[src/rtl/alu_sequencer_pkg.sv]
// -----------------------------------------------------------------------------
// alu_sequencer_pkg
// Shared definitions for the ALU command sequencer: FSM state encoding,
// ALU op codes, one-hot input/output select constants and the decode
// helpers that map a command onto the ALU select lines.
// -----------------------------------------------------------------------------
package alu_sequencer_pkg;

    typedef enum logic [2:0] {
        ST_OFF   = 3'd0,
        ST_READY = 3'd1,
        ST_ISSUE = 3'd2,
        ST_WAIT  = 3'd3,
        ST_RESP  = 3'd4,
        ST_ERROR = 3'd5
    } seq_state_e;

    typedef enum logic [2:0] {
        OP_AND  = 3'd0,
        OP_OR   = 3'd1,
        OP_NOT  = 3'd2,
        OP_XOR  = 3'd3,
        OP_ADD  = 3'd4,
        OP_SUB  = 3'd5,
        OP_MULT = 3'd6,
        OP_CLR  = 3'd7
    } alu_op_e;

    // ALU input select (one-hot)
    localparam logic [2:0] IN_SEL_PERSIST = 3'b001;
    localparam logic [2:0] IN_SEL_LOAD    = 3'b010;
    localparam logic [2:0] IN_SEL_RESET   = 3'b100;

    // ALU output select (one-hot)
    localparam logic [6:0] OUT_SEL_AND  = 7'b000_0001;
    localparam logic [6:0] OUT_SEL_OR   = 7'b000_0010;
    localparam logic [6:0] OUT_SEL_NOT  = 7'b000_0100;
    localparam logic [6:0] OUT_SEL_XOR  = 7'b000_1000;
    localparam logic [6:0] OUT_SEL_ADD  = 7'b001_0000;
    localparam logic [6:0] OUT_SEL_SUB  = 7'b010_0000;
    localparam logic [6:0] OUT_SEL_MULT = 7'b100_0000;

    // Op code -> one-hot output select. CLR has no output select of its
    // own; callers keep the previous selection for it.
    function automatic logic [6:0] op_to_out_sel(input logic [2:0] op);
        logic [6:0] sel;
        sel = '0;
        case (op)
            OP_AND:  sel = OUT_SEL_AND;
            OP_OR:   sel = OUT_SEL_OR;
            OP_NOT:  sel = OUT_SEL_NOT;
            OP_XOR:  sel = OUT_SEL_XOR;
            OP_ADD:  sel = OUT_SEL_ADD;
            OP_SUB:  sel = OUT_SEL_SUB;
            OP_MULT: sel = OUT_SEL_MULT;
            default: sel = '0;
        endcase
        return sel;
    endfunction

    // Op code + load flag -> one-hot input select for the issue cycle.
    function automatic logic [2:0] op_to_in_sel(input logic [2:0] op, input logic ld);
        logic [2:0] sel;
        if (op == OP_CLR) begin
            sel = IN_SEL_RESET;
        end else if (ld) begin
            sel = IN_SEL_LOAD;
        end else begin
            sel = IN_SEL_PERSIST;
        end
        return sel;
    endfunction

endpackage

[src/rtl/alu_sequencer_fifo.sv]
// -----------------------------------------------------------------------------
// seq_cmd_fifo
// Synchronous command FIFO for the ALU sequencer. DEPTH entries of DW bits,
// asynchronous active-low reset, synchronous flush.
// Ports:
//   clk_i    clock, rising edge
//   rst_ni   asynchronous reset, active low
//   flush_i  empties the FIFO at the next edge (wins over push/pop)
//   push_i   write wdata_i (ignored when full, even if popping)
//   pop_i    discard the head entry (ignored when empty)
//   wdata_i  entry to write
//   rdata_o  current head entry
//   full_o   DEPTH entries held
//   empty_o  no entries held
// -----------------------------------------------------------------------------
module seq_cmd_fifo
    import alu_sequencer_pkg::*;
#(
    parameter int unsigned DEPTH = 4,
    parameter int unsigned DW    = 20
) (
    input  logic          clk_i,
    input  logic          rst_ni,
    input  logic          flush_i,
    input  logic          push_i,
    input  logic          pop_i,
    input  logic [DW-1:0] wdata_i,
    output logic [DW-1:0] rdata_o,
    output logic          full_o,
    output logic          empty_o
);

    localparam int unsigned AW = $clog2(DEPTH);

    logic [DW-1:0] mem_q [DEPTH];
    logic [AW-1:0] wr_ptr_q, wr_ptr_d;
    logic [AW-1:0] rd_ptr_q, rd_ptr_d;
    logic [AW:0]   count_q, count_d;
    logic          push_ok;
    logic          pop_ok;

    assign full_o  = (count_q == (AW+1)'(DEPTH));
    assign empty_o = (count_q == '0);
    assign push_ok = push_i && !full_o;
    assign pop_ok  = pop_i && !empty_o;
    assign rdata_o = mem_q[rd_ptr_q];

    always_comb begin
        wr_ptr_d = wr_ptr_q;
        rd_ptr_d = rd_ptr_q;
        count_d  = count_q;
        if (flush_i) begin
            wr_ptr_d = '0;
            rd_ptr_d = '0;
            count_d  = '0;
        end else begin
            // Pointers are AW bits wide, so they wrap modulo DEPTH.
            if (push_ok) begin
                wr_ptr_d = wr_ptr_q + AW'(1);
            end
            if (pop_ok) begin
                rd_ptr_d = rd_ptr_q + AW'(1);
            end
            if (push_ok && !pop_ok) begin
                count_d = count_q + (AW+1)'(1);
            end else if (pop_ok && !push_ok) begin
                count_d = count_q - (AW+1)'(1);
            end
        end
    end

    always_ff @(posedge clk_i or negedge rst_ni) begin
        if (!rst_ni) begin
            wr_ptr_q <= '0;
            rd_ptr_q <= '0;
            count_q  <= '0;
        end else begin
            wr_ptr_q <= wr_ptr_d;
            rd_ptr_q <= rd_ptr_d;
            count_q  <= count_d;
        end
    end

    // Storage carries no reset; occupancy is tracked by count_q alone.
    always_ff @(posedge clk_i) begin
        if (push_ok && !flush_i) begin
            mem_q[wr_ptr_q] <= wdata_i;
        end
    end

endmodule

[src/rtl/alu_sequencer.sv]
// -----------------------------------------------------------------------------
// alu_sequencer
// Command-driven controller for the 8-bit accumulator ALU. Commands are
// queued in a small FIFO, issued one at a time onto the ALU select/operand
// lines, and after the ALU pipeline latency the result is returned on a
// valid/ready response channel. A multiply overflow parks the block in
// ERROR until err_clr.
// Ports:
//   clk, rst            clock; asynchronous active-low reset
//   on                  enable; when low the block finishes the current
//                       command and drains to OFF
//   cmd_valid/ready     command handshake; cmd_op/ld/a/b carry the command
//   alu_num1/num2       operands to the ALU
//   alu_in_sel          one-hot accumulator control (persist/load/reset)
//   alu_out_sel         one-hot result select (AND..MULT)
//   alu_result/ovf      ALU result and multiply overflow
//   res_valid/ready     response handshake; res_data/res_err carry it
//   err_clr             pulse to leave ERROR
//   state               current FSM state encoding
//   done_cnt            completed responses, wraps modulo 256
// -----------------------------------------------------------------------------
module alu_sequencer
    import alu_sequencer_pkg::*;
#(
    parameter int unsigned DEPTH = 4,
    parameter int unsigned LAT   = 1,
    parameter int unsigned W     = 8
) (
    input  logic         clk,
    input  logic         rst,
    input  logic         on,
    input  logic         cmd_valid,
    output logic         cmd_ready,
    input  logic [2:0]   cmd_op,
    input  logic         cmd_ld,
    input  logic [W-1:0] cmd_a,
    input  logic [W-1:0] cmd_b,
    output logic [W-1:0] alu_num1,
    output logic [W-1:0] alu_num2,
    output logic [2:0]   alu_in_sel,
    output logic [6:0]   alu_out_sel,
    input  logic [W-1:0] alu_result,
    input  logic         alu_ovf,
    output logic         res_valid,
    input  logic         res_ready,
    output logic [W-1:0] res_data,
    output logic         res_err,
    input  logic         err_clr,
    output logic [2:0]   state,
    output logic [7:0]   done_cnt
);

    localparam int unsigned DW = 3 + 1 + 2 * W;
    localparam int unsigned CW = (LAT < 2) ? 1 : $clog2(LAT + 1);

    seq_state_e     state_q, state_d;
    alu_op_e        op_q, op_d;
    logic [W-1:0]   num1_q, num1_d;
    logic [W-1:0]   num2_q, num2_d;
    logic [2:0]     in_sel_q, in_sel_d;
    logic [6:0]     out_sel_q, out_sel_d;
    logic [W-1:0]   res_data_q, res_data_d;
    logic           res_err_q, res_err_d;
    logic [7:0]     done_q, done_d;
    logic [CW-1:0]  cnt_q, cnt_d;

    logic           fifo_push;
    logic           fifo_pop;
    logic           fifo_flush;
    logic           fifo_full;
    logic           fifo_empty;
    logic [DW-1:0]  fifo_wdata;
    logic [DW-1:0]  fifo_rdata;
    logic [2:0]     head_op;
    logic           head_ld;
    logic [W-1:0]   head_a;
    logic [W-1:0]   head_b;

    assign cmd_ready  = !fifo_full && (state_q != ST_OFF);
    assign fifo_push  = cmd_valid && cmd_ready;
    // The head is captured into the ALU registers on entry to ISSUE and
    // retired during ISSUE, so it never has to be held past that cycle.
    assign fifo_pop   = (state_q == ST_ISSUE);
    // Flushing on every transition into (and while in) OFF discards
    // anything left queued when the block is switched off.
    assign fifo_flush = (state_d == ST_OFF);
    assign fifo_wdata = {cmd_op, cmd_ld, cmd_a, cmd_b};
    assign {head_op, head_ld, head_a, head_b} = fifo_rdata;

    seq_cmd_fifo #(
        .DEPTH (DEPTH),
        .DW    (DW)
    ) u_fifo (
        .clk_i   (clk),
        .rst_ni  (rst),
        .flush_i (fifo_flush),
        .push_i  (fifo_push),
        .pop_i   (fifo_pop),
        .wdata_i (fifo_wdata),
        .rdata_o (fifo_rdata),
        .full_o  (fifo_full),
        .empty_o (fifo_empty)
    );

    always_comb begin
        state_d    = state_q;
        op_d       = op_q;
        num1_d     = num1_q;
        num2_d     = num2_q;
        in_sel_d   = in_sel_q;
        out_sel_d  = out_sel_q;
        res_data_d = res_data_q;
        res_err_d  = res_err_q;
        done_d     = done_q;
        cnt_d      = cnt_q;

        case (state_q)
            ST_OFF: begin
                if (on) begin
                    state_d = ST_READY;
                end
            end

            ST_READY: begin
                if (!on) begin
                    state_d = ST_OFF;
                end else if (!fifo_empty) begin
                    state_d  = ST_ISSUE;
                    op_d     = alu_op_e'(head_op);
                    num1_d   = head_a;
                    num2_d   = head_b;
                    in_sel_d = op_to_in_sel(head_op, head_ld);
                    if (head_op != OP_CLR) begin
                        out_sel_d = op_to_out_sel(head_op);
                    end
                end
            end

            ST_ISSUE: begin
                state_d  = ST_WAIT;
                in_sel_d = IN_SEL_PERSIST;
                cnt_d    = CW'(LAT);
            end

            ST_WAIT: begin
                if (cnt_q <= CW'(1)) begin
                    state_d    = ST_RESP;
                    res_data_d = (op_q == OP_CLR) ? '0 : alu_result;
                    res_err_d  = (op_q == OP_MULT) && alu_ovf;
                end else begin
                    cnt_d = cnt_q - CW'(1);
                end
            end

            ST_RESP: begin
                if (res_ready) begin
                    done_d = done_q + 8'd1;
                    if (res_err_q) begin
                        state_d = ST_ERROR;
                    end else if (!on) begin
                        state_d = ST_OFF;
                    end else begin
                        state_d = ST_READY;
                    end
                end
            end

            ST_ERROR: begin
                if (!on) begin
                    state_d = ST_OFF;
                end else if (err_clr) begin
                    state_d = ST_READY;
                end
            end

            default: begin
                state_d = ST_OFF;
            end
        endcase
    end

    always_ff @(posedge clk or negedge rst) begin
        if (!rst) begin
            state_q    <= ST_OFF;
            op_q       <= OP_AND;
            num1_q     <= '0;
            num2_q     <= '0;
            in_sel_q   <= IN_SEL_PERSIST;
            out_sel_q  <= OUT_SEL_AND;
            res_data_q <= '0;
            res_err_q  <= 1'b0;
            done_q     <= '0;
            cnt_q      <= '0;
        end else begin
            state_q    <= state_d;
            op_q       <= op_d;
            num1_q     <= num1_d;
            num2_q     <= num2_d;
            in_sel_q   <= in_sel_d;
            out_sel_q  <= out_sel_d;
            res_data_q <= res_data_d;
            res_err_q  <= res_err_d;
            done_q     <= done_d;
            cnt_q      <= cnt_d;
        end
    end

    assign alu_num1    = num1_q;
    assign alu_num2    = num2_q;
    assign alu_in_sel  = in_sel_q;
    assign alu_out_sel = out_sel_q;
    assign res_valid   = (state_q == ST_RESP);
    assign res_data    = res_data_q;
    assign res_err     = res_err_q;
    assign state       = state_q;
    assign done_cnt    = done_q;

endmodule

[config.mk]
export PLATFORM = sky130hd
export DESIGN_NAME = alu_sequencer
export DESIGN_NICKNAME = d
export VERILOG_FILES = /design/src/rtl/alu_sequencer_pkg.sv /design/src/rtl/alu_sequencer_fifo.sv /design/src/rtl/alu_sequencer.sv
export SDC_FILE = /design/constraint.sdc
export NUM_CORES = 1
export LEC_CHECK = 0
export CORE_ASPECT_RATIO = 2
export CORE_UTILIZATION = 29
export CTS_CLUSTER_DIAMETER = 50
export DETAILED_ROUTE_END_ITERATION = 8
export SLEW_MARGIN = 0
export SYNTH_ARGS = -nofsm -noshare
export SYNTH_HDL_FRONTEND = slang
export SYNTH_HIERARCHICAL = 1
export SYNTH_SLANG_ARGS = --single-unit
[constraint.sdc]
create_clock -name clk -period 3 [get_ports clk]
set_clock_uncertainty 0.1 [all_clocks]
set_input_delay 0.45 -clock clk [delete_from_list [all_inputs] [get_ports clk]]
set_output_delay 0.45 -clock clk [all_outputs]
set_load 0.005 [all_outputs]
==> results.tsv <==
metric	value	unit
final net count	474	
RePlAce Congestion	0.806	
status	finished clean	
commonest non-fill, non-tap cell in the layout	clkdlybuf4s50_1	
top-area cell type share of the netlist area	42.6	%
Synth Area per Inst	17.1	um^2
Critical Path Sink Type	flop	
Buffers & Inverters on Critical Path	2	
Fmax	0.349	GHz
Pins Over Slew Limit	0	
Num CTS Buffers	17	
worst hold slack	0.0925	ns
first-pass GRT wire length	18.9	mm
die area	0.0200	mm^2
Post-Route WL	11.7	mm
RSZ-0062 raised after global routing	no	
post-synthesis cell type count	62	
crit-path max FO	7	
Post-synth EDFFs	80	
final hold vios	0	
grt ovf	0	
DR WL/cell	16.7	um
maximum root-to-sink buffer count	2	
Top Ports	83	
crit share post-route	95.4	%
Hold WC Path Type	in -> async	
syn_nets	371	
post-CTS setup buffer count	0	
clock sinks	136	
max incr delay on CP	0.45	ns
Crit Path Class	reg -> reg	
Synth area leaders	edfxtp_1 43%, dfrtp_1 24%, mux4_2 8.0%	
synth-to-layout area growth	31.4	%
Seq/Total Area, Yosys	67.5	%
Ys Warns	6	
row count	71	
Worst Setup Start Kind	flop	
Detailed Routing Iterations Pass 1	5	
PortBufs	82	
maximum capacitance violations	0	
most frequent cells in the layout	81 x clkdlybuf4s50_1, 80 x edfxtp_1, 54 x dfrtp_1	
Die H	199	um
vias post-DR	3248	
Worst EP required	3.24	ns
cell count after synthesis	330	
drc violations	0	
leak pwr	2.71	nW
CTS tree	done	
Antenna diodes	0	
Final HPWL DP	7.73	mm
PwrDens	890	mW/mm^2
clk_lat worst skew	0.41	ns
hold_buf cts	0	
Peak VDD IR	388	uV
CP delay by family, top	simple AND/OR/NAND/NOR gates	
gr usage total	12.8	%
critical path data arrival time	3.10	ns
post-layout min period	2.86	ns
Post-DRT Antenna Nets	0	
cell accounting for the most synthesized area	edfxtp_1	
worst rel slew slack	48.7	%
share of cells above drive strength 1	24.0	%
1st-iter DRT viols	108	
async set-or-reset flop fraction in the synthesized netlist	41.2	%
vias per inst	4.64	
Root Buffer	clkbuf_16	
final setup fails	0	
TNS Setup	0	ns
largest net degree at the start of global routing	57	
Die X-Extent	101	um
mapped cell area	0.00564	mm^2
vias in the first global route	3508	
slowest CP cell	or3b_1	
initial antenna violation count	0	
Core ar.	0.0189	mm^2
final core occ	39.1	%
Main synth FF type	edfxtp_1	
clk slew on worst S/H paths	0.06	ns
Worst-Margin Slew	0.769	ns
critical path, cell by cell	or3b_1 -> clkinv_2 -> nor2_1 -> and2_2 -> inv_2 -> nor3_1 -> fa_1 -> and4bb_2 -> a311oi_2 -> o311a_1	
Seq cells post-synth	136	
htree depth	4	
Initial Util	29.8	%
-- worst reg2reg max path, cell delays in order (launching register included) --
cell and delay [ns]:
dfrtp_1 0.38, or3b_1 0.45, clkinv_2 0.12, nor2_1 0.06, and2_2 0.25, inv_2 0.13, nor3_1 0.09, fa_1 0.45
and4bb_2 0.28, a311oi_2 0.26, o311a_1 0.24
-- state kept, by name (all words and copies together), names as in the netlist --
register,flops
alu_in_sel,3
u_fifo/wr_ptr_q,2
alu_out_sel,7
state,3
res_data,8
u_fifo/mem_q,80
alu_num1,8
done_cnt,8
u_fifo/rd_ptr_q,2
res_err,1
alu_num2,8
op_q,3
u_fifo/count_q,3
-- logic make-up (layout without fill, tap and decap cells) --
logic type,count (synthesis),in the layout,share of synthesized area [%]
DFF,136,136,67.5
and+or+nand+nor,67,67,7.75
muxes,44,44,13.2
AOI/OAI and AO/OA,43,43,5.99
buffers and inverters,25,140,2.64
xor gates and xnor gates,9,9,1.40
adders and majority gates,6,6,1.47
-- report_power, final --
group	total (mW)	internal [mW]	leakage (nW)	switching [mW]
clock network	1.94	1.14	0.264	0.800
logic	2.00	1.17	1.02	0.835
registers	2.65	2.42	1.43	0.233
-- cell type report --
cell class / count / area [um^2]
fill: 1766 / 11500
sequential: 136 / 3810
multi-input combinational: 169 / 1690
timing repair buffer: 102 / 1020
clock buffer: 17 / 425
tap: 255 / 319
clock inverter: 14 / 123
inverter: 7 / 27.5
-- per-layer routing --
layer | GRT usage, % | part of all wire (%) | up-vias
li1 | - | - | 1488
met1 | 14.2 | 39 | 1649
met2 | 23.0 | 55 | 99
met3 | 3.01 | 4.3 | 12
met4 | 5.31 | 1.3 | 0
met5 | 0 | 0 | -
-- repair_timing --
| item | in CTS | in global routing |
|---|---|---|
| endpoints found under the hold margin | 0 | 0 |
| setup endpoints to repair | 0 | 1 |
| gates resized for setup | 0 | 3 |
-- per-stage QoR --
stage          cells  instance area [um^2]  setup slack [ns]  power [mW]
3_3_place_gp     669                  6850             0.299        4.64
5_1_grt          700                  7400            0.0258        6.97
3_5_place_dp     669                  6850            0.0618        4.70
4_1_cts          700                  7400            0.0231        6.68
6_report         700                  7400             0.138        6.59
2_1_floorplan    330                  5640             0.209        3.75
-- path summary, 6_finish.rpt --
path	from	end	slack [ns]	depth (start not counted)
hold reg to reg	done_cnt[7]$_DFFE_PN0P_	done_cnt[7]$_DFFE_PN0P_	0.38	1
hold / removal	rst	alu_num1[3]$_DFFE_PN0P_	0.09	2
min in group clk	done_cnt[7]$_DFFE_PN0P_	done_cnt[7]$_DFFE_PN0P_	0.38	1
setup reg to reg	u_fifo/count_q[1]$_DFFE_PN0P_	u_fifo/count_q[2]$_DFFE_PN0P_	0.14	10
max in group asynchronous	rst	alu_num2[2]$_DFFE_PN0P_	2.19	2
setup / recovery	u_fifo/count_q[1]$_DFFE_PN0P_	u_fifo/count_q[2]$_DFFE_PN0P_	0.14	10
-- cells in the mapped netlist, types with 5 or more instances --
cell,count
nor2_1,14
xnor2_1,6
and2_1,6
ha_1,5
mux2_4,7
nand3_1,8
mux2_2,13
buf_2,5
nor3_1,5
a22o_1,11
dfrtp_1,54
edfxtp_1,80
nand2_1,6
clkbuf_1,5
inv_1,6
o21ai_0,8
mux4_2,20
Power figures use the tool's default switching activity.
